`src/rtl/fg_pattern_pkg.sv`:
```
`default_nettype none
// ============================================================================
//  Module      : fg_pattern_pkg
//  Description : Shared constants and bar-colour helper for the foreground
//                test-pattern responder (RGB565 layout, pattern mode codes).
//  Revision    : 1.0 - initial release
// ============================================================================
package fg_pattern_pkg;

    localparam int c_pix_w = 16;
    localparam int c_r_w   = 5;
    localparam int c_g_w   = 6;
    localparam int c_b_w   = 5;
    localparam int c_r_lsb = 11;
    localparam int c_g_lsb = 5;
    localparam int c_b_lsb = 0;

    localparam logic [1:0] c_mode_solid    = 2'd0;
    localparam logic [1:0] c_mode_bars     = 2'd1;
    localparam logic [1:0] c_mode_checker  = 2'd2;
    localparam logic [1:0] c_mode_gradient = 2'd3;

    localparam logic [c_pix_w-1:0] c_white = 16'hFFFF;
    localparam logic [c_pix_w-1:0] c_black = 16'h0000;

    // Bar 0 is white and bar 7 is black; each colour bit fills a whole field.
    function automatic logic [c_pix_w-1:0] bar_colour(input logic [2:0] idx);
        logic [2:0] c;
        c = 3'd7 - idx;
        return {{c_r_w{c[2]}}, {c_g_w{c[1]}}, {c_b_w{c[0]}}};
    endfunction

endpackage
`default_nettype wire

```
`src/rtl/fg_pattern_colour.sv`:
```
`default_nettype none
// ============================================================================
//  Module      : fg_pattern_colour
//  Description : Combinational RGB565 test-pattern generator for one pixel.
//  Revision    : 1.0 - initial release
// ============================================================================
module fg_pattern_colour
    import fg_pattern_pkg::*;
#(
    parameter int PRECISION  = 11,
    parameter int R_WIDTH    = 5,
    parameter int G_WIDTH    = 6,
    parameter int B_WIDTH    = 5,
    parameter int BAR_LOG2   = 7,
    parameter int CHECK_LOG2 = 4
) (
    input  logic [PRECISION-1:0] x,
    input  logic [PRECISION-1:0] y,
    input  logic [1:0]           mode,
    input  logic [7:0]           frame_cnt,
    input  logic [15:0]          solid_colour,
    output logic [15:0]          pixel
);

    logic [R_WIDTH-1:0] w_grad_r;
    logic [G_WIDTH-1:0] w_grad_g;
    logic [B_WIDTH-1:0] w_grad_b;
    logic               w_unused_bits;

    // Gradient red scrolls with the frame counter; sums wrap at field width.
    assign w_grad_r = R_WIDTH'(x[7:3] + frame_cnt[4:0]);
    assign w_grad_g = G_WIDTH'(y[8:3]);
    assign w_grad_b = B_WIDTH'(frame_cnt[7:3]);

    assign w_unused_bits = ^{x, y};

    always_comb begin
        pixel = c_black;
        case (mode)
            c_mode_solid:    pixel = solid_colour;
            c_mode_bars:     pixel = bar_colour(x[BAR_LOG2+2:BAR_LOG2]);
            c_mode_checker:  pixel = (x[CHECK_LOG2] ^ y[CHECK_LOG2]) ? c_white : c_black;
            c_mode_gradient: begin
                pixel[c_r_lsb +: R_WIDTH] = w_grad_r;
                pixel[c_g_lsb +: G_WIDTH] = w_grad_g;
                pixel[c_b_lsb +: B_WIDTH] = w_grad_b;
            end
            default:         pixel = c_black;
        endcase
    end

endmodule
`default_nettype wire

```
`src/rtl/fg_pattern_responder.sv`:
```
`default_nettype none
// ============================================================================
//  Module      : fg_pattern_responder
//  Description : SRAM-free foreground pixel responder answering in-range
//                requests with a synthesised pattern after LATENCY cycles.
//                Optional border overlay: define FG_PATTERN_BORDER_EN.
//  Revision    : 1.0 - initial release
// ============================================================================
module fg_pattern_responder
    import fg_pattern_pkg::*;
#(
    parameter int PRECISION  = 11,
    parameter int R_WIDTH    = 5,
    parameter int G_WIDTH    = 6,
    parameter int B_WIDTH    = 5,
    parameter int FRAME_W    = 800,
    parameter int FRAME_H    = 600,
    parameter int LATENCY    = 2,
    parameter int BAR_LOG2   = 7,
    parameter int CHECK_LOG2 = 4
) (
    input  logic                        clk,
    input  logic                        rst,
    input  logic                        request_active,
    input  logic signed [PRECISION:0]   request_x,
    input  logic signed [PRECISION:0]   request_y,
    input  logic [1:0]                  ctrl_pattern_mode,
    input  logic [15:0]                 ctrl_solid_colour,
    output logic                        request_ready,
    output logic [15:0]                 request_data
);

    logic [1:0]           r_mode;
    logic [7:0]           r_frame_cnt;
    logic [PRECISION-1:0] w_x;
    logic [PRECISION-1:0] w_y;
    logic                 w_in_range;
    logic                 w_frame_start;
    logic                 w_accept_vld;
    logic [1:0]           w_mode_eff;
    logic [7:0]           w_cnt_eff;
    logic [15:0]          w_pattern;
    logic [15:0]          w_pixel;
    logic                 w_border;

    logic                 r_vld [LATENCY];
    logic [15:0]          r_dat [LATENCY];

    assign w_x = request_x[PRECISION-1:0];
    assign w_y = request_y[PRECISION-1:0];

    assign w_in_range = !request_x[PRECISION] && !request_y[PRECISION] &&
                        (w_x < PRECISION'(FRAME_W)) && (w_y < PRECISION'(FRAME_H));

    assign w_frame_start = request_active && (request_x == '0) && (request_y == '0);
    assign w_accept_vld  = request_active && w_in_range;

    // The frame-start pixel already uses the newly latched mode and count.
    assign w_mode_eff = w_frame_start ? ctrl_pattern_mode  : r_mode;
    assign w_cnt_eff  = w_frame_start ? r_frame_cnt + 8'd1 : r_frame_cnt;

    always_ff @(posedge clk) begin
        if (rst) begin
            r_mode      <= c_mode_solid;
            r_frame_cnt <= 8'd0;
        end else if (w_frame_start) begin
            r_mode      <= ctrl_pattern_mode;
            r_frame_cnt <= w_cnt_eff;
        end
    end

    fg_pattern_colour #(
        .PRECISION  (PRECISION),
        .R_WIDTH    (R_WIDTH),
        .G_WIDTH    (G_WIDTH),
        .B_WIDTH    (B_WIDTH),
        .BAR_LOG2   (BAR_LOG2),
        .CHECK_LOG2 (CHECK_LOG2)
    ) u_colour (
        .x            (w_x),
        .y            (w_y),
        .mode         (w_mode_eff),
        .frame_cnt    (w_cnt_eff),
        .solid_colour (ctrl_solid_colour),
        .pixel        (w_pattern)
    );

`ifdef FG_PATTERN_BORDER_EN
    assign w_border = (w_x == '0) || (w_y == '0) ||
                      (w_x == PRECISION'(FRAME_W - 1)) || (w_y == PRECISION'(FRAME_H - 1));
`else
    assign w_border = 1'b0;
`endif

    assign w_pixel = w_border ? c_white : w_pattern;

    // Data only advances with a valid slot, so the output holds its last pixel.
    generate
        for (genvar i = 0; i < LATENCY; i++) begin : g_stage
            logic        w_vld_in;
            logic [15:0] w_dat_in;

            if (i == 0) begin : g_head
                assign w_vld_in = w_accept_vld;
                assign w_dat_in = w_pixel;
            end else begin : g_tail
                assign w_vld_in = r_vld[i-1];
                assign w_dat_in = r_dat[i-1];
            end

            always_ff @(posedge clk) begin
                if (rst) begin
                    r_vld[i] <= 1'b0;
                    r_dat[i] <= '0;
                end else begin
                    r_vld[i] <= w_vld_in;
                    if (w_vld_in) begin
                        r_dat[i] <= w_dat_in;
                    end
                end
            end
        end
    endgenerate

    assign request_ready = r_vld[LATENCY-1];
    assign request_data  = r_dat[LATENCY-1];

endmodule
`default_nettype wire

```
`config.mk`:
```
export PLATFORM = sky130hd
export DESIGN_NAME = fg_pattern_responder
export DESIGN_NICKNAME = d
export VERILOG_FILES = /design/src/rtl/fg_pattern_pkg.sv /design/src/rtl/fg_pattern_colour.sv /design/src/rtl/fg_pattern_responder.sv
export SDC_FILE = /design/constraint.sdc
export NUM_CORES = 1
export LEC_CHECK = 0
export BUFFER_PORTS_ARGS = -buffer_cell sky130_fd_sc_hd__buf_2
export CORE_MARGIN = 2
export CORE_UTILIZATION = 48
export CTS_CLUSTER_DIAMETER = 30
export DETAILED_ROUTE_END_ITERATION = 6
export MAX_ROUTING_LAYER = met4
export PLACE_DENSITY = 0.82
export SLEW_MARGIN = 10
export SYNTH_ARGS = -nofsm -noshare
export SYNTH_HDL_FRONTEND = slang
export SYNTH_HIERARCHICAL = 1
export SYNTH_SLANG_ARGS = --single-unit
```
`constraint.sdc`:
```
create_clock -name clk -period 3.5 [get_ports clk]
set_input_delay 0.875 -clock clk [delete_from_list [all_inputs] [get_ports clk]]
set_output_delay 0.875 -clock clk [all_outputs]
set_load 0.01 [all_outputs]
```
# Yosys cells after proc, flatten, opt, wreduce, memory -nomap -nowiden
# Memories as Yosys holds them, arrays and structs flattened.
# Cells that the tools add are included.
dict set report op_classes {
  add_sub_neg 3
  order_cmp 2
  eq_ne 3
  mux 17
  bitwise 5
  reduce_logical 11
}
# operator count
set ops {}
lappend ops {{$pmux W16 S4} 1}
lappend ops {{$mux W16} 3}
lappend ops {{$logic_not A12 Y1} 2}
lappend ops {{$lt A11 B10 Y1 const B} 2}
lappend ops {{$mux W1} 11}
lappend ops {{$add A8 B1 Y8 const B} 1}
lappend ops {{$mux W8} 1}
lappend ops {{$logic_and A1 B1 Y1} 6}
lappend ops {{$add A5 B5 Y5} 1}
lappend ops {{$eq A2 B2 Y1 const B} 2}
lappend ops {{$or A1 B1 Y1} 4}
lappend ops {{$sub A3 B3 Y3 const A} 1}
lappend ops {{$eq A2 B1 Y1 const B} 1}
lappend ops {{$logic_not A1 Y1} 2}
lappend ops {{$logic_not A2 Y1} 1}
lappend ops {{$mux W2} 1}
lappend ops {{$xor A1 B1 Y1} 1}
dict set report totals {
  regBits 10
  ram_bits 34
  out_inout_bits 17
  elab_cells 45
  n_memories 2
}
# name words width read_ports rd_ports_with_merged_regs wr line_no
set memory_table {}
lappend memory_table {r_dat 2 16 2 0 2 fg_pattern_responder.sv:47} ;# logic [15:0] r_dat [LATENCY];
lappend memory_table {r_vld 2 1 2 0 2 fg_pattern_responder.sv:46} ;# logic r_vld [LATENCY];

# Longest topological paths before layout
# Gate-level depths: netlist of the first run.
dict set report logic_depth {
  ltp_word 9
  mapped_depth 12
}

# Cells and area by module
# The synthesis of the first run kept the hierarchy.
# module n_inst cells_each area_each_um2 seq_area_each_um2
set modules_own_cells {}
lappend modules_own_cells {fg_pattern_responder 1 153 1896.8 1201.2}
lappend modules_own_cells {fg_pattern_colour 1 80 519.2 0.0}

# Worst setup path after synthesis of the first run
# Ideal clock, no wire load.
dict set report synth_path {
  path_type {input to register}
  startpoint {input request_x[0]}
  endpoint {memory r_dat[0][15], data pin}
  arrival_time_ps 3069
  t_required_ps 3245
  slack_ps 176
  cell_stages 12
  path_buffers 1
  path_cell_list {nor4_2 -> nand4_1 -> clkbuf_1 -> o21ai_0 -> nand2_1 -> ha_1 -> fa_1 -> a21o_1 -> a21oi_1 -> xnor2_1 -> a31oi_1 -> and2_1}
}
# element line_no
set synth_rtl {}
lappend synth_rtl {{start: declaration} fg_pattern_responder.sv:25} ;# input logic signed [PRECISION:0] request_x,
lappend synth_rtl {{end: declaration} fg_pattern_responder.sv:47}

==> results by group, run 1 <==
Outcome
  • Outcome: complete, no violations

Floorplan
  • Starting Density: ~50%
  • Core area: 4790 um2
  • Die width: around 75 um
  • Full die area: 5620 um2
  • I/O pin count: just over 60
  • Num rows: 25
  • Die Span Y: approximately 75 um

Global route
  • Total track usage: about 17%
  • Gr ovfl total: 0
  • Initial antenna violation count: 0
  • Via count of the first global-routing pass: between 1500 and 2000
  • First-pass GRT wire length: 7.21 mm
  • Largest net degree at the start of global routing: 22

Power and ir drop
  • Clock share of power: about two fifths
  • Power Density: 375 nW/um2
  • Flop pwr share: between 50 and 60%
  • Total power: 0.00110 W
  • Internal: 0.000889 W
  • Leakage: 1.24 nW
  • Switching power: 0.000208 W
  • Sw frac: about a fifth
  • Peak supply drop: 0.000191 V
  • Combinational power share: 7.3%

Yosys
  • Count of cell types in the netlist: 45
  • Mapped Nets: 284
  • Asr flop ratio synth: 0%
  • Netlist Area Pre-Place: 2420 um2
  • Cells after synthesis: 233
  • Sequential share of the synthesized area: roughly 50%
  • Yosys warns: 6
  • Post-synth EDFFs: 32
  • Mean Syn Cell Area: 10.4 um2
  • #FFs+latches synth: 44
  • Synth Flop Type: edfxtp_1

Placed design
  • Pre-CTS setup slack: -0.0107 ns
  • Port bufs: approximately 60
  • Routability Congestion: about 0.84
  • HPWL Detailed: ~3.5 mm
  • Placed Area: 2800 um2

Route
  • DR vias: between 1500 and 2000
  • Via density per instance: roughly 5.2
  • DR iter-0 viols: 50
  • Final ANT Viol Nets: 0
  • Residual DRC: 0
  • Drt total wl: 4.41 mm
  • Avg WL per Cell: 12.1 um
  • 1st-pass router iterations: 4

Clocking
  • Post-CTS sizing: 0
  • CTS tree: done
  • Post CTS Setup Buffer Count: 0
  • Root buffer cell: clkbuf_8
  • Clock slew at reported path FFs: approximately 0.08 ns
  • Maximum buffer depth of the clock tree: 2
  • H-Tree Level Count: 2
  • Worst skew pair latency: 0.29 ns
  • Hold Buf Count CTS: 0
  • CTS Buf Count: 5
  • Number of clock sinks: between 40 and 50

Worst hold path
  • HP Class: reg -> reg

Timing
  • Min Tclk post-route: 3.22 ns
  • Hold Vio Cnt, Final: 0
  • Clock skew: about 0.010 ns
  • Worst slew pin tran: 0.759 ns
  • Part of the cycle the worst path needs: between 90% and 100%
  • F_max: between 300 and 400 MHz
  • Max transition margin: 49.3%
  • Worst setup margin: 0.279 ns
  • Slew Viols, Final: 0
  • Unrepaired setup endpoints after global routing: no
  • # setup viols final: 0

Worst setup path
  • Arrival @ worst endpoint: 3.27 ns
  • Crit end category: register
  • Startpoint Class: input pin
  • Crit path kind: in -> reg
  • Worst EP required: 3.55 ns
  • CP Max Fanout: 6

Run
  • Max-cap violations: 0

Final layout
  • Commonest cells after routing, fill and taps aside: buf_2 (61), and2_1 (32), edfxtp_1 (32)
  • Final Util: 61.1%
  • Syn-to-layout area delta: 21.1%
  • Nets@finish: 348
  • Final instance area: 2930 um2
  • Commonest non-fill, non-tap cell in the layout: buf_2
  • Layout cells sized above 1: between 30% and 40%
  • Ant diodes: 0
==> cell families after synthesis <==
| group | Yosys count | share of synthesized area (%) |
|---|---|---|
| mux | 1 | 0.466 |
| compound gates | 73 | 18.3 |
| simple gates | 86 | 22.2 |
| buf+inv | 17 | 3.78 |
| flops | 44 | 49.7 |
| xor+xnor | 6 | 2.18 |
| fa+ha+maj | 6 | 3.42 |
==> synthesized netlist by cell type (all sizes together), types with 5 or more instances <==
master | n | area [um2]
clkbuf | 8 | 30.0
o21ai | 32 | 160
o211ai | 14 | 105
ha | 5 | 62.6
nand3 | 7 | 35.0
a21oi | 14 | 73.8
and2 | 32 | 200
nand2 | 15 | 56.3
edfxtp | 32 | 961
dfxtp | 12 | 240
nor2 | 6 | 25.0
buf | 5 | 46.3
==> routing by layer <==
metal  global-route usage, %  up-vias  part of all wire, %
met1                    20.1      825                   46
met4                    4.76        0                 0.98
met3                    4.42        5                  5.1
met2                    30.3       55                   48
li1                        -      995                    -
met5                       -        -                    0
==> power by group through the flow <==
stage	Combinational, W	Sequential (W)	Clock (W)
after global placement	0.0000792	0.000587	0
after floorplan	0.0000310	0.000590	0
after CTS	0.0000807	0.000575	0.000446
after detailed placement	0.0000803	0.000587	0
final	0.0000799	0.000575	0.000442
after global routing	0.0000897	0.000578	0.000463
==> state kept, by name, indices dropped and copies added (netlist names) <==
| register | cells |
|---|---|
| r_mode | 2 |
| r_frame_cnt | 8 |
| r_vld | 2 |
| r_dat | 32 |
==> area by class of cell <==
class                           count  area, um2
Clock buffer                        5       68.8
Fill cell                         402       1860
Timing Repair Buffer               70        373
Clock inverter                      2       60.1
Tap cell                           67       83.8
Inverter                            4       15.0
Multi-Input combinational cell    172       1120
Sequential cell                    44       1200
==> final timing paths <==
kind	startpoint	cells past startpoint	slack, ns	endpoint
setup reg to reg	r_frame_cnt[0]	9	1.20	r_dat[0][15]
hold reg to reg	r_mode[1]	2	0.50	r_mode[1]
setup / recovery	request_y[4]	12	0.28	r_dat[0][15]
hold / removal	r_mode[1]	2	0.50	r_mode[1]
==> worst max-delay path, cell delays in order <==
cell and delay (ns):
buf_2 0.13, nor4_2 0.31, nand4_1 0.24, o21ai_0 0.27, nand2_1 0.08, ha_1 0.22
fa_1 0.41, a21o_1 0.19, a21oi_1 0.17, xnor2_1 0.14, a31oi_1 0.09, and2_1 0.14
==> per-stage QoR <==
stage	TNS [ns]	hold slack [ns]	cells
after floorplan	0	0.467	233
after global placement	0	0.482	357
after detailed placement	-0.0107	0.488	357
after CTS	0	0.501	364
after global routing	0	0.538	364
final	0	0.502	364
No activity file was read; power rests on OpenSTA's default activity.
==> run 2: changes to the inputs <==
CORE_MARGIN = unset   (was 2)
==> results by group, run 2 (synthesized netlist as in run 1, its figures left out) <==
Worst setup path
  • Crit end category: register
  • Arrival @ worst endpoint: 3.20 ns
  • Worst EP required: 3.55 ns
  • Crit path kind: in -> reg
  • CP Max Fanout: 5
  • Startpoint Class: input pin

Clocking
  • Maximum buffer depth of the clock tree: 2
  • Post-CTS sizing: 0
  • H-Tree Level Count: 2
  • Number of clock sinks: 44
  • Worst skew pair latency: about 0.29 ns
  • Root buffer cell: clkbuf_8
  • Post CTS Setup Buffer Count: 0
  • Clock slew at reported path FFs: around 0.08 ns
  • CTS tree: done
  • CTS Buf Count: 5
  • Hold Buf Count CTS: 0

Power and ir drop
  • Flop pwr share: 54.7%
  • Leakage: 1.24 nW
  • Switching power: between 0.0002 and 0.00025 W
  • Total power: about 0.0011 W
  • Sw frac: 19.9%
  • Power Density: 359 nW/um2
  • Clock share of power: 37.7%
  • Internal: 0.000841 W
  • Combinational power share: under 10%
  • Peak supply drop: 0.000264 V

Worst hold path
  • HP Class: reg -> reg

Final layout
  • Commonest non-fill, non-tap cell in the layout: buf_2
  • Commonest cells after routing, fill and taps aside: buf_2 (61), and2_1 (32), edfxtp_1 (32)
  • Ant diodes: 0
  • Final Util: 61.1%
  • Most flop-heavy register: r_dat
  • Largest registers: r_dat: 32 flops, r_frame_cnt: 8 flops
  • Max FFs per register: 32
  • Layout cells sized above 1: 31.0%
  • Filler cell count in the final layout: 394
  • Syn-to-layout area delta: 21.0%
  • Nets@finish: 347

Global route
  • Total track usage: 18.7%
  • Initial antenna violation count: 0
  • First-pass GRT wire length: approximately 7.3 mm
  • Via count of the first global-routing pass: 1761
  • Largest net degree at the start of global routing: 23
  • Gr ovfl total: 0

Floorplan
  • Die Span Y: roughly 73 um
  • Full die area: 5320 um2
  • Die width: 72.9 um
  • Core area: between 4000 and 5000 um2
  • Starting Density: about half
  • I/O pin count: 62
  • Num rows: 25

Timing
  • Hold Vio Cnt, Final: 0
  • # setup viols final: 0
  • Part of the cycle the worst path needs: 89.9%
  • Setup TNS: 0 ns
  • Slew Viols, Final: 0
  • Unrepaired setup endpoints after global routing: no
  • Max transition margin: 49.9%
  • F_max: 318 MHz
  • Clock skew: 0.00554 ns
  • Worst slew pin tran: 0.750 ns
  • Min Tclk post-route: 3.15 ns

Run
  • Max-cap violations: 0

Route
  • Drt total wl: 4.45 mm
  • Via density per instance: 5.26
  • Final ANT Viol Nets: 0
  • Avg WL per Cell: 12.2 um
  • Residual DRC: 0
  • DR vias: 1913
  • 1st-pass router iterations: 4
  • DR iter-0 viols: 74

Placed design
  • Port bufs: 61
  • Routability Congestion: 0.882
  • HPWL Detailed: 3.46 mm

Outcome
  • Outcome: complete, no violations
==> run 2: cell type report <==
| cell class | count | area, um2 | area share, % |
|---|---|---|---|
| Multi-Input combinational cell | 172 | 1120 | 38.4 |
| Clock buffer | 6 | 82.6 | 2.83 |
| Clock inverter | 2 | 38.8 | 1.33 |
| Timing Repair Buffer | 69 | 378 | 12.9 |
| Inverter | 4 | 15.0 | 0.514 |
| Sequential cell | 44 | 1200 | 41.1 |
| Tap cell | 67 | 83.8 | 2.87 |
==> run 2: stage by stage <==
stage / instance area [um2] / std cells / setup WS, ns / hold WS (ns)
3_5_place_dp: 2800 / 356 / 0.0478 / 0.489
2_1_floorplan: 2420 / 233 / 0.176 / 0.467
4_1_cts: 2920 / 364 / 0.363 / 0.501
6_report: 2920 / 364 / 0.353 / 0.502
3_3_place_gp: 2800 / 356 / 0.0972 / 0.481
5_1_grt: 2920 / 364 / 0.124 / 0.524
==> run 2: worst max-delay path, cell delays in order <==
cell,delay (ns)
buf_2,0.13
nor3_1,0.30
nand4_1,0.23
o21ai_0,0.25
nand2_1,0.08
ha_1,0.21
fa_1,0.41
a21o_1,0.19
a21oi_1,0.17
xnor2_1,0.13
a31oi_1,0.09
and2_1,0.13
==> run 2: path summary, 6_finish.rpt <==
path / from / cells past startpoint / slack (ns) / endpoint
max reg2reg: r_frame_cnt[0] / 9 / 1.21 / r_dat[0][15]
min reg2reg: r_frame_cnt[7] / 2 / 0.50 / r_frame_cnt[7]
max: request_x[7] / 12 / 0.35 / r_dat[0][15]
min: r_frame_cnt[7] / 2 / 0.50 / r_frame_cnt[7]
==> run 2: metal layers <==
layer  global-route usage [%]  share of wire, %  routed length [um]
met5                        -                 0                   0
met4                     7.84               1.1                  49
met3                     3.59               6.5                 289
met2                     32.2                49                2190
met1                     21.4                43                1920
==> run 2: power groups by stage <==
stage | clock network [W] | logic, W | registers (W)
floorplan | 0 | 0.0000310 | 0.000590
global placement | 0 | 0.0000791 | 0.000587
detailed placement | 0 | 0.0000796 | 0.000587
CTS | 0.000406 | 0.0000799 | 0.000575
global route | 0.000428 | 0.0000877 | 0.000577
finish | 0.000396 | 0.0000795 | 0.000575
